## src/rtl/filtro_temp_pkg.sv

```systemverilog
// Shared types for the temperature filter and the downstream monitor stage.
package filtro_temp_pkg;

    localparam int N_VENTANA  = 4;
    localparam int ANCHO_TEMP = 11;
    localparam int ANCHO_SUMA = 13;

    typedef logic signed [ANCHO_TEMP-1:0] temp_t;
    typedef logic signed [ANCHO_SUMA-1:0] suma_t;

    typedef enum logic {
        LLENADO   = 1'b0,
        OPERACION = 1'b1
    } estado_filtro_t;

    // |a - b| computed at sum width so the full 11-bit span cannot wrap.
    function automatic suma_t abs_dif(input temp_t a, input temp_t b);
        suma_t d;
        d = suma_t'(a) - suma_t'(b);
        return (d < 0) ? -d : d;
    endfunction

endpackage

```

## src/rtl/filtro_temp_vigilante_sensor.sv

```systemverilog
// Sensor watchdog: counts idle cycles since the last sample strobe and flags a
// sensor fault once TIMEOUT_CICLOS cycles pass without one.
module vigilante_sensor #(
    parameter int TIMEOUT_CICLOS = 1000
) (
    input  logic clk,
    input  logic arst_n,
    input  logic muestra_valida,
    output logic sensor_falla
);

    localparam int                ANCHO  = $clog2(TIMEOUT_CICLOS + 1);
    localparam logic [ANCHO-1:0]  LIMITE = ANCHO'(TIMEOUT_CICLOS);

    logic [ANCHO-1:0] cuenta_q, cuenta_d;

    always_comb begin
        cuenta_d = cuenta_q;
        if (muestra_valida) begin
            cuenta_d = '0;
        end else if (cuenta_q != LIMITE) begin
            cuenta_d = cuenta_q + 1'b1;
        end
    end

    always_ff @(posedge clk or negedge arst_n) begin
        if (!arst_n) begin
            cuenta_q <= '0;
        end else begin
            cuenta_q <= cuenta_d;
        end
    end

    assign sensor_falla = (cuenta_q == LIMITE);

endmodule

```

## src/rtl/filtro_temp.sv

```systemverilog
// 4-sample moving-average temperature filter with sensor watchdog.
// Define RECHAZO_PICOS_EN to enable spike rejection while in OPERACION.
module filtro_temp
    import filtro_temp_pkg::*;
#(
    parameter int TIMEOUT_CICLOS = 1000,
    parameter int UMBRAL_PICO    = 50
) (
    input  logic               clk,
    input  logic               arst_n,
    input  logic signed [10:0] muestra,
    input  logic               muestra_valida,
    input  logic               limpiar,
    output logic signed [10:0] temp_filtrada,
    output logic               temp_valida,
    output logic               sensor_falla,
    output logic [7:0]         picos_rechazados
);

    localparam int                   ANCHO_PTR = $clog2(N_VENTANA);
    localparam logic [ANCHO_PTR-1:0] ULTIMO    = ANCHO_PTR'(N_VENTANA - 1);

    estado_filtro_t       estado_q, estado_d;
    temp_t                ventana_q [N_VENTANA];
    temp_t                ventana_d [N_VENTANA];
    logic [ANCHO_PTR-1:0] ptr_q, ptr_d;
    temp_t                temp_q, temp_d;
    logic                 valida_q, valida_d;

    logic  acepta;
    logic  publica;
    suma_t suma;
    temp_t media;

    // State register
    always_ff @(posedge clk or negedge arst_n) begin
        if (!arst_n) begin
            estado_q <= LLENADO;
        end else begin
            // NOTE: non-blocking assignment keeps every flop sampling pre-edge values.
            estado_q <= estado_d;
        end
    end

    // Next-state logic: the pointer doubles as the fill count while in LLENADO.
    always_comb begin
        estado_d = estado_q;
        if (limpiar) begin
            estado_d = LLENADO;
        end else if (acepta && ptr_q == ULTIMO) begin
            estado_d = OPERACION;
        end
    end

    // Output control: an accepted sample publishes once the window is full.
    always_comb begin
        publica = acepta && (estado_q == OPERACION || ptr_q == ULTIMO);
    end

`ifdef RECHAZO_PICOS_EN
    localparam logic [1:0] MAX_RECHAZOS = 2'd3;

    logic [1:0] consec_q, consec_d;
    logic [7:0] picos_q, picos_d;
    logic       fuera_umbral;
    logic       rechaza;

    assign fuera_umbral = abs_dif(muestra, temp_q) > suma_t'(UMBRAL_PICO);

    // A persistent step is accepted after three rejections, so the filter can follow it.
    always_comb begin
        acepta   = 1'b0;
        rechaza  = 1'b0;
        consec_d = consec_q;
        picos_d  = picos_q;
        if (muestra_valida && !limpiar) begin
            if (estado_q == OPERACION && fuera_umbral && consec_q != MAX_RECHAZOS) begin
                rechaza = 1'b1;
            end else begin
                acepta = 1'b1;
            end
        end
        if (limpiar || acepta) begin
            consec_d = '0;
        end else if (rechaza) begin
            consec_d = consec_q + 1'b1;
            if (picos_q != 8'hFF) begin
                picos_d = picos_q + 1'b1;
            end
        end
    end

    always_ff @(posedge clk or negedge arst_n) begin
        if (!arst_n) begin
            consec_q <= '0;
            picos_q  <= '0;
        end else begin
            consec_q <= consec_d;
            picos_q  <= picos_d;
        end
    end

    assign picos_rechazados = picos_q;
`else
    assign acepta           = muestra_valida && !limpiar;
    assign picos_rechazados = '0;
`endif

    // Sum of the window as it will be after this sample replaces slot ptr_q.
    always_comb begin
        // NOTE: every always_comb output gets a default first so no latch is inferred.
        suma = '0;
        for (int i = 0; i < N_VENTANA; i++) begin
            suma += (ANCHO_PTR'(i) == ptr_q) ? suma_t'(muestra) : suma_t'(ventana_q[i]);
        end
    end

    assign media = temp_t'(suma >>> 2);

    always_comb begin
        ventana_d = ventana_q;
        ptr_d     = ptr_q;
        temp_d    = temp_q;
        valida_d  = publica;
        if (limpiar) begin
            for (int i = 0; i < N_VENTANA; i++) begin
                ventana_d[i] = '0;
            end
            ptr_d = '0;
        end else if (acepta) begin
            ventana_d[ptr_q] = muestra;
            ptr_d            = ptr_q + 1'b1;
        end
        if (publica) begin
            temp_d = media;
        end
    end

    always_ff @(posedge clk or negedge arst_n) begin
        if (!arst_n) begin
            // NOTE: the window is a handful of flops, so it is reset rather than left undefined.
            for (int i = 0; i < N_VENTANA; i++) begin
                ventana_q[i] <= '0;
            end
            ptr_q    <= '0;
            temp_q   <= '0;
            valida_q <= 1'b0;
        end else begin
            ventana_q <= ventana_d;
            ptr_q     <= ptr_d;
            temp_q    <= temp_d;
            valida_q  <= valida_d;
        end
    end

    assign temp_filtrada = temp_q;
    assign temp_valida   = valida_q;

    vigilante_sensor #(
        .TIMEOUT_CICLOS(TIMEOUT_CICLOS)
    ) u_vigilante (
        .clk           (clk),
        .arst_n        (arst_n),
        .muestra_valida(muestra_valida),
        .sensor_falla  (sensor_falla)
    );

endmodule

```

## config.mk

```make
export PLATFORM = sky130hd
export DESIGN_NAME = filtro_temp
export DESIGN_NICKNAME = d
export VERILOG_FILES = /design/src/rtl/filtro_temp_pkg.sv /design/src/rtl/filtro_temp_vigilante_sensor.sv /design/src/rtl/filtro_temp.sv
export SDC_FILE = /design/constraint.sdc
export NUM_CORES = 1
export LEC_CHECK = 0
export CAP_MARGIN = 20
export CORE_MARGIN = 2
export CORE_UTILIZATION = 45
export CTS_BUF_LIST = sky130_fd_sc_hd__clkbuf_8
export DETAILED_ROUTE_END_ITERATION = 8
export GPL_TIMING_DRIVEN = 0
export SETUP_SLACK_MARGIN = 0.5
export SLEW_MARGIN = 20
export SYNTH_ARGS = -nofsm -noshare
export SYNTH_HDL_FRONTEND = slang
export SYNTH_SLANG_ARGS = --single-unit
```

## constraint.sdc

```tcl
create_clock -name clk -period 10 [get_ports clk]
set_input_delay 1.5 -clock clk [delete_from_list [all_inputs] [get_ports clk]]
set_output_delay 1.5 -clock clk [all_outputs]
set_load 0.05 [all_outputs]
```

# --- Yosys cells after proc, flatten, opt, wreduce, memory -nomap -nowiden ---
# Cells that the tools add are included.
totals:
  inputBits: 15
  regBits: 69
  output_inout_bits: 21
op_classes:
  bitwise: 1
  addsub: 5
  magnitude_cmp: 2
  mux: 15
  reduce_logical: 10
  eq_ne: 6
op_table:
  columns: ["cell", "n"]
  rows:
  - ["$mux W44", 2]
  - ["$mux W13", 4]
  - ["$bwmux W44", 1]
  - ["$add A13 B13 Y13", 3]
  - ["$demux W11 S2", 1]
  - ["$mux W10", 2]
  - ["$mux W11", 1]
  - ["$add A10 B1 Y10 const B", 1]
  - ["$eq A10 B10 Y1 const B", 1]
  - ["$ne A10 B10 Y1 const B", 1]
  - ["$reduce_bool A2 Y1", 3]
  - ["$eq A2 B2 Y1 const A", 2]
  - ["$logic_and A1 B1 Y1", 4]
  - ["$mux W2", 2]
  - ["$ge A3 B3 Y1 const B", 1]
  - ["$lt A3 B1 Y1 const B", 1]
  - ["$not A2 Y3", 1]
  - ["$add A2 B1 Y2 const B", 1]
  - ["$eq A1 B2 Y1 const A", 1]
  - ["$eq A2 B2 Y1 const B", 1]
  - ["$logic_not A2 Y1", 1]
  - ["$mux W1", 2]
  - ["$logic_not A1 Y1", 1]
  - ["$logic_or A1 B1 Y1", 1]

# --- Depth between registers and ports, before layout ---
depth:
  ltp_word: 8
  mapped_depth: 14

# --- Cells and area by module ---
# A second synthesis with hierarchy kept.
unflattened:
  cells_unflattened: 487
  area_unflattened_um2: 4568.1
modules_own_cells:
  columns: ["mod", "seq_area_each_um2", "cells_each", "area_each_um2", "n_inst"]
  rows:
  - ["filtro_temp", 1476.4, 432, 4025.1, 1]
  - ["vigilante_sensor", 250.2, 55, 543.0, 1]

# --- Worst setup path before layout ---
# OpenSTA, ideal clock, no wires.
synth_timing:
  kind: "in2reg"
  from: "input muestra[2]"
  to: "register temp_q[7], in the netlist temp_filtrada[7]"
  required_time_ns: 9.867
  stages: 11
  arrival_ns: 4.275
  path_slack_ns: 5.591
  cell_sequence: "mux2_2 > fa_1 > inv_1 > fa_1 > inv_1 > fa_1 > a21o_1 > a221oi_1 > o21ai_0 > xnor2_1 > o21ai_0"
synth_between:
  elab_chain_cells: 4
synth_lines:
  columns: ["item", "line_no", "text"]
  rows:
  - ["start: declaration", "filtro_temp.sv:11", "input logic signed [10:0] muestra,"]
  - ["$mux W13", "filtro_temp.sv:114", "suma += (ANCHO_PTR'(i) == ptr_q) ? suma_t'(muestra) : suma_t'(ventana_q[i]);"]
  - ["$add A13 B13 Y13 (2 in a row)", "filtro_temp.sv:114", null]
  - ["$add A13 B13 Y13 (*)", "filtro_temp.sv:114", null]
  - ["end signal: assignment", "filtro_temp.sv:151", "temp_q <= temp_d;"]
  - ["end: declaration", "filtro_temp.sv:27", "temp_t temp_q, temp_d;"]
# Every way passes the cells marked *; elsewhere a longest branch is shown, timed or not.
# A chain may end at the register's enable or synchronous reset.

# --- Final worst setup path ---
layout_timing:
  from: "input muestra[5]"
  to: "register temp_q[9], in the netlist temp_filtrada[9]"
# Same word-level chain as after synthesis.

==> results.tsv <==
stage	metric	value	unit
die	io_pins	36	
critical_path	r2r-end	temp_filtrada[9]	
die	rows	36	
clocking	clkTransAtPathRegs	0.08	ns
synthesis	synth_edf_count	0	
worst_hold_path	min_path_cells	2	
pwr	leakagePower	0.00237	uW
critical_path	criticalPathCategory	input port to register	
die	die_x	104	um
placed_design	gp_congestion	0.831	
critical_path	worstPathMaxFanout	8	
worst_hold_path	worstHoldStart	temp_filtrada[3]	
layout	finalNetCount	580	
critical_path	end_kind	register	
sta	whs	0.480	ns
clocking	clk_path_buf_depth	2	
synthesis	synth_top_area_share	0.388	
worst_hold_path	hold_end	temp_filtrada[3]	
global_route	grt_pass1_vias	3334	
layout	drive_gt1_frac	0.115	
sta	setup_slack	5.00	ns
layout	final_cells	664	
global_route	grt_util_met3	0.0277	
clocking	cts_setup_buffers	0	
sta	setup_viol	0	
drt	drt_iter0_drc	155	
critical_path	crit_arrival	5.27	ns
global_route	grt.total_usage	0.201	
sta	slew_headroom	0.510	
placed_design	hpwl	7320	um
pwr	power.density	175	nW/um^2
pwr	cell_internal_pwr	553	uW
drt	vias	3312	
sta	hold_violations	0	
global_route	busiest_layer	met2	
synthesis	synth_cells	482	
critical_path	start_kind	input port	
critical_path	worstRegToRegCells	14	
sta	rsz0062_at_grt	false	
synthesis	yosysTopAreaCell	dfrtp_1	
synthesis	ys_async_sr_fraction	1.00	
clocking	cts_resized	0	
global_route	met2_usage	0.316	
critical_path	cp_slowest_stage_delay	0.57	ns
run_status	status	completed	
die	chipHeight	104	um
clocking	ctsHoldBuffers	0	
die	start_util	0.460	
clocking	cts_buffers	9	
clocking	htreeDepth	3	
pwr	comb_power_share	0.377	
layout	area_growth	15.2	%
pwr	p_sw_frac	0.386	
synthesis	synthFlopType	dfrtp_1	
placed_design	placement.io_buffers	25	
die	dieArea	10700	um^2
critical_path	worstPathRequired	10.27	ns
die	core	9680	um^2
drt	route.detailed.drc	0	
drt	wl_per_cell	15.1	um
sta	slew_violations	0	
clocking	clk_latency	0.35	ns
sta	setup_tns	0	ns
synthesis	synth-seq-cells	69	
layout	num_antenna_cells	0	
synthesis	syn_area_per_cell	9.24	um^2
global_route	antenna_found_initial	0	
critical_path	timing.critical_path.slowest_stage_cell	clkdlybuf4s50_1	
synthesis	netlist_area	4460	um^2
global_route	grt_pass1_wl	17100	um
sta	timing.fmax	200	MHz
layout	fill_cells	917	
drt	viasPerCell	4.99	
pwr	vdd_drop_max	0.0000906	V
sta	worst_pin_slew	0.735	ns
drt	antenna_left	0	
synthesis	synth_cell_types	41	
placed_design	place_inst	648	
clocking	cts_sinks	69	
placed_design	place_ws	4.63	ns
clocking	cts_tree	built	
drt	first_pass_iters	6	
critical_path	r2r_slack	5.28	ns
critical_path	reg2reg_from	ptr_q[0]	
synthesis	ys_top_cells_by_area	dfrtp_1 (39%), fa_1 (10%), nand2_1 (9.4%), mux2_2 (7.3%), a21oi_1 (5.6%)	
clocking	cts_root_buf	clkbuf_8	
pwr	p_switching	347	uW
synthesis	yosysWarningCount	0	
global_route	grtUsageMet1	0.280	
flow_run	max_cap_violations	0	
synthesis	ys_seq_area_frac	0.388	
drt	routed_wirelength	10000	um
synthesis	synth.most_common_cell	nand2_1	
sta	timing.final.crit_share	0.500	
global_route	grt_start_max_net_pins	45	
pwr	power_frac_seq	0.354	
sta	skew	0.0102	ns
global_route	overflow	0	
critical_path	cp_cell_sequence	clkdlybuf4s50_1, mux2_2, fa_1, inv_1, fa_1, inv_1, ha_1, a21o_1, a221oi_1, o21ai_0, xnor2_1, o21ai_0	
worst_hold_path	min_path_type	register to register	
pwr	clockPowerShare	0.269	
sta	period_minus_slack	5.00	ns
synthesis	synthTopCellsByCount	nand2_1 (112), dfrtp_1 (69), a21oi_1 (50), inv_1 (42), mux2_2 (29)	
## flip-flops by register name (all words and copies together), names as in the netlist
| name | flops |
|---|---|
| estado_q | 1 |
| ptr_q | 2 |
| u_vigilante.cuenta_q | 10 |
| temp_valida | 1 |
| ventana_q | 44 |
| temp_filtrada | 11 |
## power groups by stage
stage,combinational (uW),clock [uW],sequential [uW]
2_1_floorplan,175,0,389
3_3_place_gp,335,0,324
3_5_place_dp,341,0,325
4_1_cts,343,250,320
5_1_grt,376,263,323
6_report,339,242,319
## critical path, delay by kind of cell
family	cells	cell delay, ns
AO/OA/AOI/OAI	4	1.13
XOR/XNOR	1	0.15
adder cells (fa/ha/maj)	3	1.45
buffers and inverters	3	0.68
multiplexers	1	0.36
## cells in the final DEF, fill, tap and decap left out, types with 2 or more instances in the layout
| cell | synthesis | routed |
|---|---|---|
| buf_2 | 3 | 3 |
| buf_1 | 6 | 6 |
| clkbuf_8 | 0 | 10 |
| nand2_1 | 112 | 112 |
| mux2_2 | 29 | 29 |
| a21oi_1 | 50 | 50 |
| nor2_1 | 15 | 15 |
| clkbuf_1 | 16 | 16 |
| clkinv_4 | 0 | 2 |
| ha_1 | 16 | 16 |
| xor2_1 | 7 | 7 |
| inv_1 | 42 | 42 |
| o21ai_0 | 11 | 11 |
| dfrtp_1 | 69 | 69 |
| clkdlybuf4s50_1 | 0 | 24 |
| mux2i_1 | 18 | 18 |
| clkinvlp_4 | 0 | 2 |
| fa_1 | 23 | 23 |
| buf_4 | 8 | 9 |
| a21o_1 | 5 | 5 |
| nand3_1 | 8 | 8 |
| conb_1 | 1 | 8 |
| nor3_1 | 2 | 2 |
| nand4_1 | 4 | 4 |
| and2_1 | 6 | 6 |
| xnor2_1 | 10 | 10 |
| and3_1 | 3 | 3 |
## worst max-delay path by stage
stage / start / to / cells past startpoint
after floorplan: muestra[2] / temp_filtrada[7] / 11
after global placement: muestra[2] / temp_filtrada[9] / 12
after detailed placement: muestra[2] / temp_filtrada[9] / 12
after CTS: muestra[2] / temp_filtrada[9] / 12
after global routing: muestra[2] / temp_filtrada[9] / 12
final: muestra[5] / temp_filtrada[9] / 12
## layout make-up
| cell class | instances | area [um^2] | area share |
|---|---|---|---|
| clock buffer | 10 | 138 | 0.0268 |
| tap | 133 | 166 | 0.0324 |
| sequential | 69 | 1730 | 0.336 |
| clock inverter | 6 | 71.3 | 0.0139 |
| buffer | 33 | 158 | 0.0307 |
| timing repair buffer | 26 | 275 | 0.0536 |
| multi-input combinational | 345 | 2440 | 0.475 |
| inverter | 42 | 158 | 0.0307 |
## per-layer routing
layer  up-vias  wire [um]
met5         -          0
met2        65       4700
met4         0        167
met1      1586       4800
met3        13        333
li1       1648          -
## stage by stage
step	cell area (um^2)	power [uW]	util
2_1_floorplan	4480	563	-
3_3_place_gp	4900	660	0.506
3_5_place_dp	4920	667	0.508
4_1_cts	5130	912	0.530
5_1_grt	5130	961	0.530
6_report	5130	901	0.530
## cells by family (layout without fill, tap and decap cells)
family / after synthesis / after routing / share of synthesized area
flip-flops: 69 / 69 / 0.388
other: 1 / 8 / 0.000842
AND/OR/NAND/NOR: 156 / 156 / 0.147
XOR/XNOR: 17 / 17 / 0.0334
multiplexers: 47 / 47 / 0.114
adder cells (fa/ha/maj): 39 / 39 / 0.148
AO/OA/AOI/OAI: 78 / 78 / 0.0989
buffers and inverters: 75 / 117 / 0.0708
(Power assumes the default switching activity.)
